## config.mk

```make
export PLATFORM = sky130hd
export DESIGN_NAME = jtag_bus_bridge
export DESIGN_NICKNAME = d
export VERILOG_FILES = /design/src/rtl/jtag_bus_bridge_pkg.sv /design/src/rtl/jtag_bus_bridge_pulse_sync.sv /design/src/rtl/jtag_bus_bridge.sv
export SDC_FILE = /design/constraint.sdc
export NUM_CORES = 1
export LEC_CHECK = 0
export BUFFER_PORTS_ARGS = -buffer_cell sky130_fd_sc_hd__buf_2
export CAP_MARGIN = 20
export CORE_ASPECT_RATIO = 1.1
export CORE_MARGIN = 4
export CORE_UTILIZATION = 47
export CTS_BUF_LIST = sky130_fd_sc_hd__clkbuf_2
export DETAILED_ROUTE_END_ITERATION = 8
export GPL_TIMING_DRIVEN = 0
export PLACE_DENSITY = 0.69
export SLEW_MARGIN = 10
export SYNTH_ARGS = -nofsm -noshare
export SYNTH_HDL_FRONTEND = slang
export SYNTH_HIERARCHICAL = 1
export SYNTH_SLANG_ARGS = --single-unit
```

## constraint.sdc

```tcl
create_clock -name clk -period 11.7 [get_ports clk]
set_clock_uncertainty 0.05 [all_clocks]
set_input_delay 0.585 -clock clk [delete_from_list [all_inputs] [get_ports clk]]
set_output_delay 0.585 -clock clk [all_outputs]
set_load 0.1 [all_outputs]
```

## src/rtl/jtag_bus_bridge_pkg.sv

```systemverilog
// Shared JTAG memory-map offsets: TAP instruction codes, status word bit positions
// and the decoded host-command type used by the bus bridge.
package jtag_bus_bridge_pkg;

  localparam logic [31:0] JTAG_INST_IDCODE = 32'h01;
  localparam logic [31:0] JTAG_INST_BYPASS = 32'hFF;
  localparam logic [31:0] JTAG_INST_ADDR   = 32'h10;
  localparam logic [31:0] JTAG_INST_WDATA  = 32'h11;
  localparam logic [31:0] JTAG_INST_READ   = 32'h12;
  localparam logic [31:0] JTAG_INST_STATUS = 32'h13;

  localparam int unsigned JTAG_STAT_BUSY_BIT    = 0;
  localparam int unsigned JTAG_STAT_ERROR_BIT   = 1;
  localparam int unsigned JTAG_STAT_OVERRUN_BIT = 2;

  typedef enum logic [2:0] {
    JCMD_NONE,
    JCMD_ADDR,
    JCMD_WDATA,
    JCMD_READ,
    JCMD_STATUS
  } jtag_cmd_e;

  function automatic jtag_cmd_e jtag_decode_inst(input logic [31:0] ir);
    case (ir)
      JTAG_INST_ADDR:   return JCMD_ADDR;
      JTAG_INST_WDATA:  return JCMD_WDATA;
      JTAG_INST_READ:   return JCMD_READ;
      JTAG_INST_STATUS: return JCMD_STATUS;
      default:          return JCMD_NONE;
    endcase
  endfunction

endpackage

```

## src/rtl/jtag_bus_bridge_pulse_sync.sv

```systemverilog
// Synchronizes a slow level/strobe from another clock domain and emits a single
// registered clk-cycle pulse on its rising edge.
module jtag_pulse_sync #(
  parameter int SYNC_STAGES = 2
) (
  input  logic clk,
  input  logic rst,
  input  logic async_i,
  output logic pulse_o
);

  logic [SYNC_STAGES-1:0] sync_q;
  logic                   last_q;
  logic                   pulse_q;

  always_ff @(posedge clk or posedge rst) begin
    if (rst) begin
      sync_q  <= '0;
      last_q  <= 1'b0;
      pulse_q <= 1'b0;
    end else begin
      sync_q  <= {sync_q[SYNC_STAGES-2:0], async_i};
      last_q  <= sync_q[SYNC_STAGES-1];
      pulse_q <= sync_q[SYNC_STAGES-1] & ~last_q;
    end
  end

  assign pulse_o = pulse_q;

endmodule

```

## src/rtl/jtag_bus_bridge.sv

```systemverilog
// Turns JTAG user-instruction DR updates into single-beat bus reads/writes and
// presents address, data and status back to the TAP capture path.
module jtag_bus_bridge
  import jtag_bus_bridge_pkg::*;
#(
  parameter int IR_WIDTH       = 8,
  parameter int DATA_WIDTH     = 32,
  parameter int SYNC_STAGES    = 2,
  parameter int TIMEOUT_CYCLES = 1024
) (
  input  logic                  clk,
  input  logic                  rst,
  input  logic [IR_WIDTH-1:0]   jtag_ir,
  input  logic                  jtag_dr_update,
  input  logic [DATA_WIDTH-1:0] jtag_dr_value,
  output logic [DATA_WIDTH-1:0] jtag_dr_capture,
  output logic                  bus_req,
  output logic                  bus_write,
  output logic [DATA_WIDTH-1:0] bus_addr,
  output logic [DATA_WIDTH-1:0] bus_wdata,
  input  logic                  bus_ready,
  input  logic                  bus_resp_valid,
  input  logic [DATA_WIDTH-1:0] bus_resp_rdata,
  input  logic                  bus_resp_error,
  output logic                  busy
);

  localparam int TO_W = $clog2(TIMEOUT_CYCLES + 1);
  localparam logic [TO_W-1:0] TO_MAX = TO_W'(TIMEOUT_CYCLES - 1);

  typedef enum logic [1:0] {ST_IDLE, ST_REQ, ST_WAIT} state_e;

  state_e                state_q, state_d;
  logic [DATA_WIDTH-1:0] addr_q, addr_d;
  logic [DATA_WIDTH-1:0] wdata_q, wdata_d;
  logic [DATA_WIDTH-1:0] rdata_q, rdata_d;
  logic                  err_q, err_d;
  logic                  ovr_q, ovr_d;
  logic [TO_W-1:0]       cnt_q, cnt_d;
  logic                  bus_req_q, bus_req_d;
  logic                  bus_write_q, bus_write_d;
  logic [DATA_WIDTH-1:0] bus_addr_q, bus_addr_d;
  logic [DATA_WIDTH-1:0] bus_wdata_q, bus_wdata_d;
  logic                  busy_q, busy_d;
  logic [DATA_WIDTH-1:0] capture_q, capture_d;

  logic                  cmd;
  jtag_cmd_e             cmd_kind;
  logic                  timeout;
  logic                  done;
  logic [DATA_WIDTH-1:0] status_w;

  jtag_pulse_sync #(.SYNC_STAGES(SYNC_STAGES)) u_update_sync (
    .clk     (clk),
    .rst     (rst),
    .async_i (jtag_dr_update),
    .pulse_o (cmd)
  );

  // IR and DR value are quasi-static by the time cmd fires, so no synchronizer.
  assign cmd_kind = cmd ? jtag_decode_inst(32'(jtag_ir)) : JCMD_NONE;
  assign timeout  = (cnt_q >= TO_MAX);

  always_comb begin
    status_w = '0;
    status_w[JTAG_STAT_BUSY_BIT]    = busy_q;
    status_w[JTAG_STAT_ERROR_BIT]   = err_q;
    status_w[JTAG_STAT_OVERRUN_BIT] = ovr_q;
  end

  always_comb begin
    state_d     = state_q;
    addr_d      = addr_q;
    wdata_d     = wdata_q;
    rdata_d     = rdata_q;
    err_d       = err_q;
    ovr_d       = ovr_q;
    cnt_d       = cnt_q;
    bus_write_d = bus_write_q;
    bus_addr_d  = bus_addr_q;
    bus_wdata_d = bus_wdata_q;
    done        = 1'b0;

    case (state_q)
      ST_IDLE: begin
        cnt_d = '0;
        case (cmd_kind)
          JCMD_ADDR: addr_d = jtag_dr_value;
          JCMD_WDATA: begin
            wdata_d     = jtag_dr_value;
            state_d     = ST_REQ;
            bus_write_d = 1'b1;
            bus_addr_d  = addr_q;
            bus_wdata_d = jtag_dr_value;
          end
          JCMD_READ: begin
            state_d     = ST_REQ;
            bus_write_d = 1'b0;
            bus_addr_d  = addr_q;
            bus_wdata_d = wdata_q;
          end
          JCMD_STATUS: begin
            if (jtag_dr_value[0]) begin
              err_d = 1'b0;
              ovr_d = 1'b0;
            end
          end
          default: ;
        endcase
      end
      ST_REQ: begin
        // Acceptance wins over timeout when both land on the same cycle.
        if (bus_ready) begin
          state_d = ST_WAIT;
        end else if (timeout) begin
          state_d = ST_IDLE;
          err_d   = 1'b1;
          done    = 1'b1;
        end
        if (!timeout) cnt_d = cnt_q + 1'b1;
      end
      ST_WAIT: begin
        if (bus_resp_valid) begin
          state_d = ST_IDLE;
          err_d   = err_q | bus_resp_error;
          done    = 1'b1;
          if (!bus_write_q) rdata_d = bus_resp_rdata;
        end else if (timeout) begin
          state_d = ST_IDLE;
          err_d   = 1'b1;
          done    = 1'b1;
        end
        if (!timeout) cnt_d = cnt_q + 1'b1;
      end
      default: state_d = ST_IDLE;
    endcase

    if (cmd && state_q != ST_IDLE) ovr_d = 1'b1;
    if (done) addr_d = addr_q + DATA_WIDTH'(4);

    bus_req_d = (state_d == ST_REQ);
    busy_d    = (state_d != ST_IDLE);

    case (32'(jtag_ir))
      JTAG_INST_ADDR:   capture_d = addr_q;
      JTAG_INST_READ:   capture_d = rdata_q;
      JTAG_INST_STATUS: capture_d = status_w;
      JTAG_INST_WDATA:  capture_d = wdata_q;
      default:          capture_d = '0;
    endcase
  end

  always_ff @(posedge clk or posedge rst) begin
    if (rst) begin
      state_q     <= ST_IDLE;
      addr_q      <= '0;
      wdata_q     <= '0;
      rdata_q     <= '0;
      err_q       <= 1'b0;
      ovr_q       <= 1'b0;
      cnt_q       <= '0;
      bus_req_q   <= 1'b0;
      bus_write_q <= 1'b0;
      bus_addr_q  <= '0;
      bus_wdata_q <= '0;
      busy_q      <= 1'b0;
      capture_q   <= '0;
    end else begin
      state_q     <= state_d;
      addr_q      <= addr_d;
      wdata_q     <= wdata_d;
      rdata_q     <= rdata_d;
      err_q       <= err_d;
      ovr_q       <= ovr_d;
      cnt_q       <= cnt_d;
      bus_req_q   <= bus_req_d;
      bus_write_q <= bus_write_d;
      bus_addr_q  <= bus_addr_d;
      bus_wdata_q <= bus_wdata_d;
      busy_q      <= busy_d;
      capture_q   <= capture_d;
    end
  end

  assign jtag_dr_capture = capture_q;
  assign bus_req         = bus_req_q;
  assign bus_write       = bus_write_q;
  assign bus_addr        = bus_addr_q;
  assign bus_wdata       = bus_wdata_q;
  assign busy            = busy_q;

endmodule

```

======== Word level (Yosys, flattened, before mapping) ========
Cells that the tools add are included.
word-level totals
  output and inout bits ................... 99
  register bits ........................... 214
  memories ................................ 0
  bits in latches ......................... 0
  logic and storage cells ................. 87
  input bits .............................. 78
  memory bits (read-only) ................. 0
  memory bits (writable) .................. 0
cells by class
  add/subtract/negate cells ............... 2
  order comparisons ....................... 1
  equality and inequality tests ........... 15
  mux-type cells .......................... 27
  multipliers ............................. 0
  reductions and logical operators ........ 22
  shift-type cells ........................ 0
  bitwise gates (word level) .............. 4
  divide/modulo/power cells ............... 0
operators by type and width
  kind                   count
  $pmux 32 s4            1
  $mux 32                3
  $pmux 32 s2            1
  $add 32x3->32 const B  1
  $eq 8x5->1 const B     4
  $pmux 11 s2            1
  $reduce_bool 2->1      9
  $pmux 3 s4             1
  $add 11x1->11 const B  1
  $ge 11x10->1 const B   1
  $mux 11                1
  $mux 1                 10
  $reduce_and 2->1       5
  $mux 2                 4
  $eq 3x2->1 const B     2
  $ne 2x2->1 const B     3
  $pmux 2 s3             1
  $reduce_and 3->1       2
  $eq 2x1->1 const B     2
  $pmux 1 s2             2
  $reduce_and 4->1       1
  $reduce_or 2->1        2
  $eq 3x1->1 const B     1
  $eq 3x3->1 const B     1
  10 further kinds       11

======== Longest topological paths before layout ========
  depth in word-level cells ............... 8
  depth in mapped cells ................... 9
  depth with buffers taken out ............ 7

======== Hierarchy ========
The synthesis kept the hierarchy.
modules (own cells, without submodules)
  module           sequential area each (sq um)  times used  area each (sq um)  cells each
  jtag_bus_bridge  5,255.0                       1           9,836.9            865
  jtag_pulse_sync  100.1                         1           117.6              6

======== Worst setup path before layout ========
Ideal clock, no wire load.
  kind .................................... register -> register
  from .................................... register state_q[0]
  to ...................................... register wdata_q[10]
  arrival time ............................ 2.208 ns
  path slack .............................. 9.317 ns
  data required time ...................... 11.525 ns
  stages on the path, launching flop included .. 9
  clock period less this slack ............ 2.383 ns
  cells stage by stage .................... dfrtp_1 > inv_1 > ha_1 > nor4bb_1 > nand3_1 > buf_2 > nor2_2 > buf_2 > mux2_2
on the way
  longest elaborated chain between the ends .. 2
ends and longest elaborated chain
  item                        line                    source
  start: declaration          jtag_bus_bridge.sv:33   state_e state_q, state_d;
  start signal: assignment    jtag_bus_bridge.sv:169  state_q <= state_d;
  $logic_not 2->1             jtag_bus_bridge.sv:84   case (state_q)
  $reduce_and 2->1 (no line)  -
  end signal: assignment      jtag_bus_bridge.sv:171  wdata_q <= wdata_d;
  end: declaration            jtag_bus_bridge.sv:35   logic [DATA_WIDTH-1:0] wdata_q, wdata_d;
Every way passes these cells.
A chain may end at the register's enable or synchronous reset.

======== Worst setup path after layout ========
  from .................................... register state_q[0]
  to ...................................... register wdata_q[27]
The elaborated chain is that of the path after synthesis.

==> impl_metrics.toml <==
[placement]
numPortBuffers = 174
dp_hpwl_um = 20300
detailed_place.area_um2 = 11200
gpl.final_weighted_congestion = 0.859

[setup_path]
timing.critical_path.arrival_ns = 3.96
cp.buffers_inverters = 3
r2r_start = "state_q[0]"
worst-path-max-fanout = 10
crit_path_max_incr_delay_ns = 0.51
critPathLaunch = "state_q[0]"
worstPathCellList = "inv_1 > ha_1 > nor4bb_1 > nand3_1 > buf_2 > nor2_2 > buf_2 > mux2_2"
critical_path_s_top_delay_family = "simple AND/OR/NAND/NOR gates"
worst_path_most_repeated_cell = "sky130_fd_sc_hd__buf_2"
crit_path_slowest_cell = "sky130_fd_sc_hd__nor4bb_1"
cp.required_ns = 12.34
crit_type = "register to register"
worst_setup_path_end_kind = "register"
startpoint_class_of_the_critical_path = "register"

[logic_synthesis]
synth_top_area_share_pct = 53.8
synth.cell_area_um2 = 9950
average_cell_area_after_synthesis_um2 = 11.4
synth.yosys.seq_area_share_pct = 53.8
synth.area.top_cells = "sky130_fd_sc_hd__dfrtp_1, sky130_fd_sc_hd__mux2_2, sky130_fd_sc_hd__mux2i_1"
edff_count_synth = 0
gate_count_after_technology_mapping = 871
dominantRegCellSynth = "sky130_fd_sc_hd__dfrtp_1"
synth_most_common_cell = "sky130_fd_sc_hd__dfrtp_1"
synthArstFlopShare_pct = 100
synth-warning-count = 6
synth_nets = 955
synth_largest_area_cell = "sky130_fd_sc_hd__dfrtp_1"
postSynthRegisterBits = 214
yosys-top-cells-count = "sky130_fd_sc_hd__dfrtp_1, sky130_fd_sc_hd__mux2_2, sky130_fd_sc_hd__nor2_1, sky130_fd_sc_hd__mux2i_1, sky130_fd_sc_hd__nand2_1"
synth_cell_type_count = 64

[global_route]
largest_net_degree_at_the_start_of_global_routing = 96
first_pass_grt_wire_length_um = 46200
grt_antenna_before_repair = 2
grtUsageTotal_pct = 24.9
global_route.overflow_total = 0
grt_pass1_vias = 8543

[clock_network]
clock_root_buffer = "sky130_fd_sc_hd__clkbuf_2"
clkLatencyLatePin_ns = 0.84
clockBufferDepth = 3
htree_levels = 2
clk_transition_reported_paths_ns = 0.11
tritoncts = "yes"
numCtsBuffers = 55
cts_resized = 0
clock-sinks = 214

[pwr]
p_int_mw = 1.19
power.share.combinational_pct = 21.2
power.share.clock_pct = 28.6
power.static_leakage_nw = 6.11
power.net_switching_uw = 577
pwr-share-seq_pct = 50.2
netSwitchingFraction_pct = 32.7
powerDensity_nw_per_um2 = 142
irDropWorstVdd_mv = 0.0887

[timing]
finalHoldViolations = 0
fin_crit_ns = 3.32
min_period_over_period_pct = 28.4
maxSlewViolCount = 0
tightestPinTransition_ns = 1.16
worst_hold_slack_ns = 0.103
relative_slew_slack_pct = 22.7
post_route_setup_tns_ns = 0
grt_setup_unrepaired = "no"
number_of_failing_setup_endpoints_in_the_final_timing_report = 0
timing.fmax_mhz = 301

[cells_and_area]
combined_area_of_the_multi_input_logic_cells_um2 = 4250
design.final.nets = 1254
drive_gt1_share_pct = 32.9
final_design_area_no_fill_um2 = 12400
utilization_pct = 59.8
num-fill-cells = 1756
register_area_um2 = 5360
area_growth_pct = 24.4

[route]
first_iter_violations = 631
post-route-drc-count = 0
detail_route.first_pass.iterations = 7
drtAntennaViolNets = 0
routed_wirelength_um = 29600
detailroute.via_count = 8229
route.detailed.vias_per_inst = 5.52
routed_wire_length_per_instance_um = 19.8

[flow_run]
drv_cap = 0

[die]
core-area_um2 = 20700
fp.dieH_um = 161
initial_utilization_pct = 48.1
die_width_um = 147
floorplan.die_area_um2 = 23600
boundaryPins = 177
rows = 55

[worst_hold_path]
start_point_of_the_worst_min_delay_path = "jtag_ir[2]"
hold_path.class = "input pin to register"

[outcome]
run_status = "complete, no violations"
logic make-up (layout without fill, tap and decap cells):
group                    Yosys count  in the layout  share of synthesized area, %
AO/OA/AOI/OAI                    152            152                          10.1
multiplexers                     175            175                          19.2
XOR/XNOR                           5              5                         0.440
adder cells (fa/ha/maj)            6              6                         0.754
AND/OR/NAND/NOR                  247            247                          12.3
other                              0              2                             0
flip-flops                       214            214                          53.8
buffers and inverters             72            404                          3.51
power by group through the flow:
stage / Sequential (mW) / Clock, mW / Combinational [mW]
global route: 0.896 / 0.556 / 0.408
global placement: 0.895 / 0 / 0.347
floorplan: 0.950 / 0 / 0.204
detailed placement: 0.898 / 0 / 0.356
finish: 0.885 / 0.504 / 0.373
CTS: 0.884 / 0.519 / 0.375
worst reg2reg max path, stage by stage (launching register included):
cell and delay [ns]:
sky130_fd_sc_hd__dfrtp_1 0.42, sky130_fd_sc_hd__inv_1 0.11, sky130_fd_sc_hd__ha_1 0.28, sky130_fd_sc_hd__nor4bb_1 0.51
sky130_fd_sc_hd__nand3_1 0.42, sky130_fd_sc_hd__buf_2 0.34, sky130_fd_sc_hd__nor2_2 0.31, sky130_fd_sc_hd__buf_2 0.38
sky130_fd_sc_hd__mux2_2 0.38
area by class of cell:
class                           instances  area share [%]
Sequential cell                       214            43.2
Antenna cell                            2          0.0404
Tap cell                              285            2.88
Clock inverter                          5           0.374
Buffer                                 57            2.36
Timing Repair Buffer                  242            12.8
Inverter                               15           0.515
Clock buffer                           85            3.44
Multi-Input combinational cell        585            34.3
path summary, 6_finish.rpt:
check	slack, ns	to	cells past startpoint
worst max-delay path	8.38	wdata_q[27]	8
worst min-delay path	0.10	jtag_dr_capture[2]	3
worst max register to register	8.38	wdata_q[27]	8
worst min register to register	0.32	u_update_sync/last_q	0
max in group asynchronous	10.27	rdata_q[27]	5
min in group asynchronous	0.19	u_update_sync/sync_q[0]	3
registers in the layout (all words and copies together) (netlist names):
| name | count |
|---|---|
| addr_q | 32 |
| u_update_sync/pulse_o | 1 |
| busy | 1 |
| bus_wdata | 32 |
| wdata_q | 32 |
| ovr_q | 1 |
| jtag_dr_capture | 32 |
| bus_req | 1 |
| bus_addr | 32 |
| cnt_q | 11 |
| u_update_sync/last_q | 1 |
| bus_write | 1 |
| state_q | 2 |
| rdata_q | 32 |
| u_update_sync/sync_q | 2 |
| err_q | 1 |
repair_timing:
item	in CTS	in global routing
endpoints found under the hold margin	132	0
hold buffers	66	0
buffers inserted	0	0
metal layers:
| metal | routed length [um] | part of all wire (%) | track usage [%] | up-vias |
|---|---|---|---|---|
| met5 | 0 | 0 | 0 | - |
| met4 | 1070 | 3.6 | 10.4 | 0 |
| met3 | 2050 | 6.9 | 5.11 | 73 |
| met2 | 14100 | 48 | 40.8 | 313 |
| met1 | 12300 | 42 | 32.4 | 4064 |
| li1 | - | - | - | 3779 |
per-stage QoR:
stage          power (mW)  setup slack, ns  instances
3_3_place_gp         1.24             2.85       1330
3_5_place_dp         1.25             8.41       1332
4_1_cts              1.78             8.39       1488
5_1_grt              1.86             8.14       1490
6_report             1.76             8.38       1490
2_1_floorplan        1.15             5.33        871
layout by cell type (no fill, tap or decap), types with 12 or more instances in the layout:
| cell type | instances |
|---|---|
| sky130_fd_sc_hd__dlygate4sd3_1 | 66 |
| sky130_fd_sc_hd__mux2i_1 | 78 |
| sky130_fd_sc_hd__nor3_1 | 17 |
| sky130_fd_sc_hd__a221o_1 | 12 |
| sky130_fd_sc_hd__nand2_1 | 58 |
| sky130_fd_sc_hd__dfrtp_1 | 214 |
| sky130_fd_sc_hd__nand3_1 | 18 |
| sky130_fd_sc_hd__a21oi_1 | 41 |
| sky130_fd_sc_hd__nor2_1 | 84 |
| sky130_fd_sc_hd__o21ai_0 | 49 |
| sky130_fd_sc_hd__clkbuf_1 | 32 |
| sky130_fd_sc_hd__buf_2 | 187 |
| sky130_fd_sc_hd__inv_1 | 14 |
| sky130_fd_sc_hd__and3_1 | 14 |
| sky130_fd_sc_hd__mux2_2 | 93 |
| sky130_fd_sc_hd__clkbuf_2 | 85 |
(Power assumes the default switching activity.)
